### src/rtl/tanh_input_conditioner.sv
// -----------------------------------------------------------------------------
// tanh_input_conditioner
//
// Converts signed fixed-point accumulator results from the MAC array into the
// Q5.5 format consumed by the tanh/sigmoid stage. Each sample is rounded
// half-up to the output LSB and saturated to +/-SAT_MAG. Two pipeline stages
// with valid/ready handshakes on both sides; saturation events are counted.
//
// Ports:
//   clk        rising-edge clock
//   reset      asynchronous, active-high reset
//   in_valid   accumulator sample valid
//   in_ready   block can accept a sample this cycle (combinational from out_ready)
//   in_data    signed accumulator value, ACC_INT_W.ACC_FRAC_W
//   out_valid  conditioned sample valid
//   out_ready  consumer accepts the sample
//   out_data   signed Q(OUT_INT_W).(OUT_FRAC_W) result, range -SAT_MAG..+SAT_MAG
//   out_sat    current out_data was saturated
//   sat_count  saturated samples since reset / last clear, sticks at all-ones
//   sat_clear  synchronous clear of sat_count (wins over a same-cycle increment)
// -----------------------------------------------------------------------------
module tanh_input_conditioner #(
    parameter int ACC_INT_W  = 10,
    parameter int ACC_FRAC_W = 10,
    parameter int OUT_INT_W  = 5,
    parameter int OUT_FRAC_W = 5,
    parameter logic [OUT_INT_W+OUT_FRAC_W-1:0] SAT_MAG = 10'b00111_00000,
    parameter int CNT_W      = 16
) (
    input  logic                                clk,
    input  logic                                reset,
    input  logic                                in_valid,
    output logic                                in_ready,
    input  logic [ACC_INT_W+ACC_FRAC_W-1:0]     in_data,
    output logic                                out_valid,
    input  logic                                out_ready,
    output logic [OUT_INT_W+OUT_FRAC_W-1:0]     out_data,
    output logic                                out_sat,
    output logic [CNT_W-1:0]                    sat_count,
    input  logic                                sat_clear
);

    localparam int IN_W  = ACC_INT_W + ACC_FRAC_W;
    localparam int OUT_W = OUT_INT_W + OUT_FRAC_W;
    localparam int SHIFT = ACC_FRAC_W - OUT_FRAC_W;
    // Rounded value keeps every integer bit of the sign-extended input.
    localparam int RW    = IN_W + 1 - SHIFT;

    // Half of one output LSB, expressed in input LSBs.
    localparam logic signed [IN_W:0]    ROUND_BIAS = (IN_W + 1)'(1) << (SHIFT - 1);
    localparam logic signed [RW-1:0]    POS_LIM    = {{(RW - OUT_W){1'b0}}, SAT_MAG};
    localparam logic signed [RW-1:0]    NEG_LIM    = -POS_LIM;
    localparam logic [OUT_W-1:0]        NEG_OUT    = NEG_LIM[OUT_W-1:0];

    // Pipeline state
    logic                     s1_valid_q;
    logic signed [RW-1:0]     s1_r_q;
    logic                     s2_valid_q;
    logic [OUT_W-1:0]         out_data_q;
    logic                     out_sat_q;
    logic [CNT_W-1:0]         sat_count_q;

    // Next-state / combinational
    logic                     s1_adv;
    logic                     s2_adv;
    logic signed [IN_W:0]     round_sum;
    logic signed [RW-1:0]     s1_r_d;
    logic [OUT_W-1:0]         out_data_d;
    logic                     out_sat_d;
    logic [CNT_W-1:0]         sat_count_d;
    logic                     unused_round_lsbs;

    // Each stage moves when its own register is empty or the stage after it
    // frees up this cycle; in_ready therefore sees out_ready combinationally.
    assign s2_adv   = !s2_valid_q || out_ready;
    assign s1_adv   = !s1_valid_q || s2_adv;
    assign in_ready = s1_adv;

    // S1 rounding: sign-extend by one bit so the bias cannot overflow, add half
    // an output LSB, then drop SHIFT fraction bits (arithmetic shift via slice).
    assign round_sum         = $signed({in_data[IN_W-1], in_data}) + ROUND_BIAS;
    assign s1_r_d            = round_sum[IN_W:SHIFT];
    assign unused_round_lsbs = ^round_sum[SHIFT-1:0];

    // S2 saturation; exactly +/-SAT_MAG passes through unflagged.
    always_comb begin
        // NOTE: every always_comb output gets a default first so no path can
        // leave it unassigned and infer a latch.
        out_data_d = s1_r_q[OUT_W-1:0];
        out_sat_d  = 1'b0;
        if (s1_r_q > POS_LIM) begin
            out_data_d = SAT_MAG;
            out_sat_d  = 1'b1;
        end else if (s1_r_q < NEG_LIM) begin
            out_data_d = NEG_OUT;
            out_sat_d  = 1'b1;
        end
    end

    // Saturation counter: counts S2 loads that saturate, sticks at all-ones,
    // clear takes priority over a same-cycle increment.
    always_comb begin
        sat_count_d = sat_count_q;
        if (sat_clear) begin
            sat_count_d = '0;
        end else if (s2_adv && s1_valid_q && out_sat_d && !(&sat_count_q)) begin
            sat_count_d = sat_count_q + 1'b1;
        end
    end

    always_ff @(posedge clk or posedge reset) begin
        if (reset) begin
            // NOTE: data registers are reset along with the valids so the
            // outputs read zero during and right after reset.
            s1_valid_q  <= 1'b0;
            s1_r_q      <= '0;
            s2_valid_q  <= 1'b0;
            out_data_q  <= '0;
            out_sat_q   <= 1'b0;
            sat_count_q <= '0;
        end else begin
            // NOTE: non-blocking assignments so every register samples the
            // pre-edge values of the others, independent of statement order.
            if (s1_adv) begin
                s1_valid_q <= in_valid;
                if (in_valid) begin
                    s1_r_q <= s1_r_d;
                end
            end
            if (s2_adv) begin
                s2_valid_q <= s1_valid_q;
                // Data holds its last value when the stage empties.
                if (s1_valid_q) begin
                    out_data_q <= out_data_d;
                    out_sat_q  <= out_sat_d;
                end
            end
            sat_count_q <= sat_count_d;
        end
    end

    assign out_valid = s2_valid_q;
    assign out_data  = out_data_q;
    assign out_sat   = out_sat_q;
    assign sat_count = sat_count_q;

endmodule

### config.mk
export PLATFORM = sky130hd
export DESIGN_NAME = tanh_input_conditioner
export DESIGN_NICKNAME = d
export VERILOG_FILES = /design/src/rtl/tanh_input_conditioner.sv
export SDC_FILE = /design/constraint.sdc
export NUM_CORES = 1
export LEC_CHECK = 0
export BUFFER_PORTS_ARGS = -buffer_cell sky130_fd_sc_hd__buf_2
export CAP_MARGIN = 20
export CORE_UTILIZATION = 45
export DETAILED_ROUTE_END_ITERATION = 10
export PLACE_DENSITY = 0.71
export SLEW_MARGIN = 30
export SYNTH_ARGS = -nofsm -noshare
export SYNTH_HDL_FRONTEND = slang
export SYNTH_SLANG_ARGS = --single-unit
### constraint.sdc
create_clock -name clk -period 2 [get_ports clk]
set_input_delay 0.4 -clock clk [delete_from_list [all_inputs] [get_ports clk]]
set_output_delay 0.4 -clock clk [all_outputs]
set_load 0.02 [all_outputs]
==> flow_summary.yaml, run 1 <==
run_status:
  outcome: "complete, but fails checks"
  violations: "setup timing"
place:
  gp_congestion: 0.797
  dp_hpwl_um: 3550
  placed_area_um2: 2780
  portBuffers: 49
  dp.cells: 380
routing:
  detail-route-antenna-nets: 0
  drcViolationCount: 0
  routed_wl_um: 5180
  viasPerCell: 5.27
  vias: 2065
  wire_per_inst_um: 13.2
  first_pass_iters: 4
  drt-initial-drc-count: 151
final_layout:
  final_cell_mix: "buf_2, dfrtp_1, nand2_1"
  layout_commonest_cell: "buf_2"
  nets: 351
  final_area_um2: 2990
  syn_to_final_growth_pct: 27.3
  insertedDiodeCount: 0
  finalNonFillerCells: 392
  drive_gt1_frac: 0.311
  final_core_util: 0.614
hold_path:
  hold_class: "input pin to async pin"
setup_path:
  cp-startpoint: "s1_r_q[5]"
  crit_arrival_ns: 2.23
  crit_type: "register to register"
  path_max_fanout: 4
  r2r_start: "s1_r_q[5]"
  crit_path_end_kind: "register"
  cp.required_ns: 2.23
  start_kind: "register"
die:
  rows: 25
  start_util: 0.482
  die_x_um: 74.3
  core_area_um2: 4880
  die_h_um: 74.3
  ios: 54
  die_area_um2: 5520
timing:
  relSlewSlack: 0.650
  skew_ns: 0.00933
  final.min_clock_period_ns: 2.01
  max_slew.worst_pin.slew_ns: 0.522
  finalSetupViolations: 2
  fmax_mhz: 499
  setup_slack_ns: -0.00547
  hold_ws_ns: 0.0595
  finalCritPeriodShare: 1.00
  maxSlewViolCount: 0
  grt_setup_unrepaired: "true"
  finalHoldViolations: 0
run:
  drv_cap: 0
synth:
  syn-instance-count: 255
  yosysWarnings: 0
  synth_async_sr_flop_share: 1.00
  ys_seq_area_frac: 0.479
  synth_edf_count: 0
  ys_ff_latch: 45
  synth_ff_type: "dfrtp_1"
  syn-mean-instance-area_um2: 9.22
  syn_nets: 282
  synth.distinct_cells: 37
  synth_area_um2: 2350
clock_network:
  cts_hold_buffers: 0
  cts_buffer_depth: 2
  cts_htree_levels: 2
  cts_tree: "done"
  clkLatencyLatePin_ns: 0.30
  cts_root_buf: "clkbuf_8"
  cts_buffers: 5
  clkSinkCount: 45
  clkTransAtPathRegs_ns: 0.08
global_routing:
  grt_pass1_vias: 1994
  gr-total-overflow: 0
  grt_antenna_before_repair: 0
  grt_pass1_wl_um: 9060
  grt_max_degree: 31
  grt_usage: 0.214
pwr:
  cellPowerDensity_nw_per_um2: 715
  power_leakage_uw: 0.00133
  fin_total_pwr_uw: 2140
  peakVddDrop_uv: 421
## cells in the mapped netlist (4+ instances only)
| master | n | area, um^2 |
|---|---|---|
| clkbuf_1 | 7 | 26.3 |
| dfrtp_1 | 45 | 1130 |
| o31ai_1 | 6 | 45.0 |
| nand3_1 | 11 | 55.1 |
| xnor2_1 | 6 | 52.6 |
| and3_1 | 5 | 31.3 |
| nand2_1 | 32 | 120 |
| a21oi_1 | 31 | 155 |
| xor2_1 | 8 | 70.1 |
| nor2b_1 | 4 | 25.0 |
| and2_1 | 5 | 31.3 |
| or4_1 | 9 | 67.6 |
| o21ai_0 | 9 | 45.0 |
| nor2_1 | 24 | 90.1 |
| nand4_1 | 11 | 68.8 |
| and4_1 | 7 | 61.3 |
| nand2b_1 | 4 | 25.0 |
## where the power goes
group	internal, uW	switching, uW
sequential	1000	58.0
clock	312	296
combinational	198	275
total	1510	630
## sequential cells by signal, indices dropped and copies added (netlist names)
register,count
s1_r_q,16
sat_count,16
out_data,10
out_sat,1
out_valid,1
s1_valid_q,1
## path summary, 6_finish.rpt
| check | endpoint | slack (ns) | cells after the start |
|---|---|---|---|
| max in group asynchronous | s1_r_q[11] | 1.36 | 3 |
| min in group clk | s1_valid_q | 0.30 | 2 |
| setup reg to reg | sat_count[8] | -0.005 | 5 |
| hold / removal | out_data[8] | 0.06 | 2 |
| setup / recovery | sat_count[8] | -0.005 | 5 |
| hold reg to reg | out_data[8] | 0.47 | 2 |
## per-stage QoR
stage,setup TNS [ns],setup slack [ns]
finish,-0.00889,-0.00547
global placement,-0.142,-0.0773
floorplan,0,0.00194
CTS,-0.000607,-0.000607
global route,-0.221,-0.0470
detailed placement,-0.492,-0.136
## final cells by class
class	count	area, um^2
Sequential cell	45	1130
Inverter	3	11.3
Timing Repair Buffer	72	425
Clock buffer	7	96.3
Clock inverter	1	5.00
Multi-Input combinational cell	197	1250
Tap cell	67	83.8
Fill cell	431	1890
## per-layer routing
layer  vias up  track usage  wire length [um]
met5         -            0                 0
met4         0       0.0671                74
met3         8       0.0434               226
met2        57        0.340              2410
met1       936        0.296              2470
li1       1064            -                 -
## cell families after synthesis
logic type	Yosys count	synth area share
buf+inv	15	0.0314
mux	4	0.0191
fa+ha+maj	2	0.0106
xor+xnor	14	0.0521
flops	45	0.479
simple gates	121	0.272
compound gates	54	0.136
## critical path, stage by stage, from the launching register on
cell and delay [ns]:
dfrtp_1 0.38, or3_4 0.39, and4_4 0.20, a211o_2 0.32, or4_1 0.50, a21oi_1 0.15
## timing repair
| item | 4_1_cts | 5_1_grt |
|---|---|---|
| resized for setup | 5 | 11 |
| pin swaps | 0 | 6 |
| setup endpoints to repair | 19 | 14 |
| buffers inserted | 2 | 0 |
| endpoints found under the hold margin | 0 | 0 |
| gates cloned | 2 | 0 |
Power figures use the tool's default switching activity.
==> run 2: changes to the inputs <==
--- a/config.mk
+++ b/config.mk
@@ -7,9 +7,9 @@
 export LEC_CHECK = 0
 export BUFFER_PORTS_ARGS = -buffer_cell sky130_fd_sc_hd__buf_2
 export CAP_MARGIN = 20
-export CORE_UTILIZATION = 45
+export CORE_UTILIZATION = 48
 export DETAILED_ROUTE_END_ITERATION = 10
-export PLACE_DENSITY = 0.71
+export PLACE_DENSITY = 0.75
 export SLEW_MARGIN = 30
 export SYNTH_ARGS = -nofsm -noshare
 export SYNTH_HDL_FRONTEND = slang
==> flow_summary.yaml, run 2 (same netlist as run 1, synthesis figures left out) <==
global_routing:
  use_met2: 0.413
  grtUsageMet1: 0.281
  grt_pass1_vias: 2066
  grt_max_degree: 31
  grt_pass1_wl_um: 9330
  grt_usage: 0.232
  grt_antenna_before_repair: 0
  grt_use_met3: 0.0389
  gr-total-overflow: 0
  grt.busiest_layer: "met2"
routing:
  viasPerCell: 5.53
  routed_wl_um: 5520
  wire_per_inst_um: 14.0
  vias: 2177
  detail-route-antenna-nets: 0
  drcViolationCount: 0
  first_pass_iters: 4
  drt-initial-drc-count: 137
final_layout:
  multiInputGateArea_um2: 1280
  syn_to_final_growth_pct: 31.1
  n_fill_cell: 391
  drive_gt1_frac: 0.349
  nets: 353
  layout_commonest_cell: "buf_2"
  finalNonFillerCells: 394
  final_cell_mix: "buf_2, dfrtp_1, nand2_1"
  insertedDiodeCount: 0
  final_area_um2: 3080
  final-seq-area_um2: 1130
die:
  core_area_um2: 4720
  die_area_um2: 5180
  die_h_um: 72.0
  start_util: 0.498
  ios: 54
  rows: 25
  die_x_um: 72.0
place:
  gp_congestion: 0.802
  dp_hpwl_um: 3750
  portBuffers: 49
  placed_area_um2: 2800
  dp_slack_ns: -0.0971
  dp.cells: 382
setup_path:
  crit_path_end_kind: "register"
  cp_slowest_stage_delay_ns: 0.49
  worst-path-buf-inv: 0
  crit_arrival_ns: 2.23
  start_kind: "register"
  worstPathCellList: "or3_4 -> and4_4 -> a211o_4 -> or4_4 -> a21oi_2"
  cpLargestDelayFamily: "simple AND/OR/NAND/NOR gates"
  path_max_fanout: 8
  crit_type: "register to register"
  cp.required_ns: 2.24
  cp_slowest_cell: "or4_4"
timing:
  finalSetupViolations: 0
  setup_slack_ns: 0.00720
  hold_ws_ns: 0.132
  final.min_clock_period_ns: 1.99
  grt_setup_unrepaired: "true"
  finalCritPeriodShare: 0.996
  skew_ns: 0.00620
  finalHoldViolations: 0
  max_slew.worst_pin.slew_ns: 0.762
  relSlewSlack: 0.489
  maxSlewViolCount: 0
  fmax_mhz: 502
clock_network:
  cts_hold_buffers: 0
  cts_root_buf: "clkbuf_8"
  clkLatencyLatePin_ns: 0.30
  clkTransAtPathRegs_ns: 0.09
  cts_buffers: 5
  cts_tree: "done"
  clkSinkCount: 45
  cts_htree_levels: 2
  cts_buffer_depth: 2
pwr:
  cellPowerDensity_nw_per_um2: 761
  internal-power_uw: 1700
  switching_share: 0.277
  p_seq_frac: 0.453
  fin_total_pwr_uw: 2350
  power_leakage_uw: 0.00136
  p_switching_uw: 650
  pwr-share-clk: 0.343
  power_frac_comb: 0.203
  peakVddDrop_uv: 352
run:
  drv_cap: 0
hold_path:
  hold_class: "input pin to async pin"
run_status:
  outcome: "finished, final reports clean"
run 2: cell types whose count changed in the layout (fill, tap and decap cells not counted), moves of 2 or more:
cell | before | now
nor3_1 | 2 | 0
buf_4 | 21 | 23
nor2_2 | 0 | 2
a21oi_1 | 28 | 25
bufinv_16 | 0 | 2
clkbuf_8 | 7 | 5
nor3_2 | 1 | 3
a21oi_2 | 3 | 6
run 2: repair_timing:
| item | CTS | global route |
|---|---|---|
| cloned | 1 | 0 |
| setup buffers | 1 | 2 |
| pin swaps | 2 | 22 |
| gates resized for setup | 7 | 21 |
| endpoints found under the hold margin | 0 | 0 |
| setup endpoints to repair | 13 | 14 |
run 2: routing by layer:
metal  wire, um  vias to the layer above
met1       2430                     1052
li1           -                     1062
met2       2780                       57
met4        104                        0
met3        196                        6
met5          0                        -
run 2: final cells by class:
cell class	count	share of cell area
Multi-Input combinational cell	196	0.414
Clock buffer	5	0.0223
Clock inverter	3	0.0211
Sequential cell	45	0.365
Timing Repair Buffer	75	0.146
Inverter	3	0.00365
Tap cell	67	0.0272
run 2: stage by stage:
| step | utilization | TNS, ns |
|---|---|---|
| after floorplan | - | 0 |
| after global placement | 0.592 | -0.0634 |
| after detailed placement | 0.592 | -0.216 |
| after CTS | 0.633 | -0.000228 |
| after global routing | 0.653 | -0.349 |
| final | 0.653 | 0 |
run 2: worst reg2reg max path: cells and delay by family, from the launching register on:
family | cells | cell delay [ns]
AND/OR/NAND/NOR | 3 | 1.07
AO/OA/AOI/OAI | 2 | 0.49
flip-flops | 1 | 0.39
run 2: final timing paths:
kind,start,end,slack (ns),cells after the start
max,s1_r_q[7],sat_count[10],0.007,5
min,reset,sat_count[5],0.13,2
max reg2reg,s1_r_q[7],sat_count[10],0.007,5
min reg2reg,out_data[8],out_data[8],0.49,2
max in group asynchronous,reset,s1_r_q[10],1.26,3
min in group clk,in_valid,s1_valid_q,0.30,2
run 2: power groups by stage:
stage	Combinational (uW)	Sequential (uW)	Clock, uW
floorplan	202	1130	0
finish	477	1060	806
global placement	423	1070	0
CTS	462	1060	820
detailed placement	434	1080	0
global route	528	1080	851
==> run 3: changes to the inputs <==
--- a/config.mk
+++ b/config.mk
@@ -10,6 +10,7 @@
 export CORE_UTILIZATION = 48
 export DETAILED_ROUTE_END_ITERATION = 10
 export PLACE_DENSITY = 0.75
+export RECOVER_POWER = 25
 export SLEW_MARGIN = 30
 export SYNTH_ARGS = -nofsm -noshare
 export SYNTH_HDL_FRONTEND = slang
==> flow_summary.yaml, run 3 (same netlist as run 1, synthesis figures left out) <==
global_routing:
  grt_max_degree: 31
  grt_usage: 0.232
  grt_pass1_vias: 2066
  gr-total-overflow: 0
  grt_antenna_before_repair: 0
  grt_pass1_wl_um: 9330
setup_path:
  crit_path_end_kind: "register"
  path_max_fanout: 8
  start_kind: "register"
  crit_type: "register to register"
  crit_arrival_ns: 2.23
  cp.required_ns: 2.23
routing:
  vias: 2189
  detail-route-antenna-nets: 0
  drt-initial-drc-count: 137
  first_pass_iters: 4
  routed_wl_um: 5520
  viasPerCell: 5.56
  wire_per_inst_um: 14.0
  drcViolationCount: 0
timing:
  fmax_mhz: 502
  finalHoldViolations: 0
  maxSlewViolCount: 0
  finalCritPeriodShare: 0.997
  max_slew.worst_pin.slew_ns: 0.762
  skew_ns: 0.00494
  relSlewSlack: 0.489
  final.min_clock_period_ns: 1.99
  grt_setup_unrepaired: "true"
  finalSetupViolations: 0
  hold_ws_ns: 0.133
final_layout:
  nets: 353
  syn_to_final_growth_pct: 31.0
  layout_commonest_cell: "buf_2"
  insertedDiodeCount: 0
  final_cell_mix: "buf_2, dfrtp_1, nand2_1"
  drive_gt1_frac: 0.346
  n_fill_cell: 393
run:
  drv_cap: 0
clock_network:
  cts_root_buf: "clkbuf_8"
  cts_buffer_depth: 2
  cts_buffers: 5
  cts_tree: "done"
  clkLatencyLatePin_ns: 0.30
  clkTransAtPathRegs_ns: 0.09
  cts_htree_levels: 2
  cts_hold_buffers: 0
  clkSinkCount: 45
die:
  core_area_um2: 4720
  start_util: 0.498
  ios: 54
  die_x_um: 72.0
  die_h_um: 72.0
  die_area_um2: 5180
  rows: 25
pwr:
  internal-power_uw: 1700
  power_frac_comb: 0.203
  peakVddDrop_uv: 352
  fin_total_pwr_uw: 2350
  cellPowerDensity_nw_per_um2: 761
  p_seq_frac: 0.454
  pwr-share-clk: 0.343
  switching_share: 0.277
  power_leakage_uw: 0.00135
  p_switching_uw: 649
place:
  gp_congestion: 0.802
  portBuffers: 49
  dp_hpwl_um: 3750
hold_path:
  hold_class: "input pin to async pin"
run_status:
  outcome: "finished, final reports clean"
==> run 3: changes by cell type in the layout (fill, tap and decap cells not counted) <==
cell | previous run | this run
buf_4 | 23 | 22
clkbuf_1 | 0 | 1
==> run 3: worst max-delay path, stage by stage (launching register included) <==
cell and delay (ns):
dfrtp_1 0.39, or3_4 0.39, and4_4 0.18, a211o_4 0.37, or4_4 0.49, a21oi_2 0.12
==> run 3: repair_timing <==
action / in CTS / in global routing
resized for setup: 7 / 21
endpoints found under the setup margin: 13 / 14
setup buffers: 1 / 2
gates cloned: 1 / 0
pin swaps: 2 / 22
==> run 3: per-layer routing <==
layer / GRT usage / part of all wire
met1: 0.281 / 0.44
met2: 0.413 / 0.50
met3: 0.0389 / 0.037
met4: 0.0937 / 0.020
met5: 0 / 0
==> run 3: power groups by stage <==
stage               registers, uW  clock network [uW]  logic (uW)
floorplan                    1130                   0         202
global placement             1070                   0         423
detailed placement           1080                   0         434
CTS                          1060                 820         462
global route                 1080                 851         527
finish                       1060                 805         476
==> run 3: per-stage QoR <==
| step | setup TNS (ns) | setup slack [ns] | instances | instance area [um^2] | utilization |
|---|---|---|---|---|---|
| CTS | -0.000228 | -0.000228 | 392 | 2990 | 0.633 |
| global placement | -0.0634 | -0.0434 | 382 | 2800 | 0.592 |
| detailed placement | -0.216 | -0.0971 | 382 | 2800 | 0.592 |
| global route | -0.349 | -0.0648 | 394 | 3080 | 0.652 |
| floorplan | 0 | 0.00194 | 255 | 2360 | - |
| finish | 0 | 0.00667 | 394 | 3080 | 0.652 |
==> run 3: worst paths after layout <==
| path | cells past startpoint | start | slack [ns] | to |
|---|---|---|---|---|
| max | 5 | s1_r_q[7] | 0.007 | sat_count[10] |
| min | 2 | reset | 0.13 | sat_count[5] |
| max reg2reg | 5 | s1_r_q[7] | 0.007 | sat_count[10] |
| min reg2reg | 2 | out_data[8] | 0.49 | out_data[8] |
| max in group asynchronous | 3 | reset | 0.92 | sat_count[3] |
| min in group clk | 2 | in_valid | 0.30 | s1_valid_q |
==> run 3: cell type report <==
type	count	area, um^2	share of cell area
timing repair buffer	75	448	0.145
clock inverter	3	65.1	0.0211
clock buffer	5	68.8	0.0223
tap	67	83.8	0.0272
inverter	3	11.3	0.00366
sequential	45	1130	0.366
multi-input combinational	196	1280	0.415
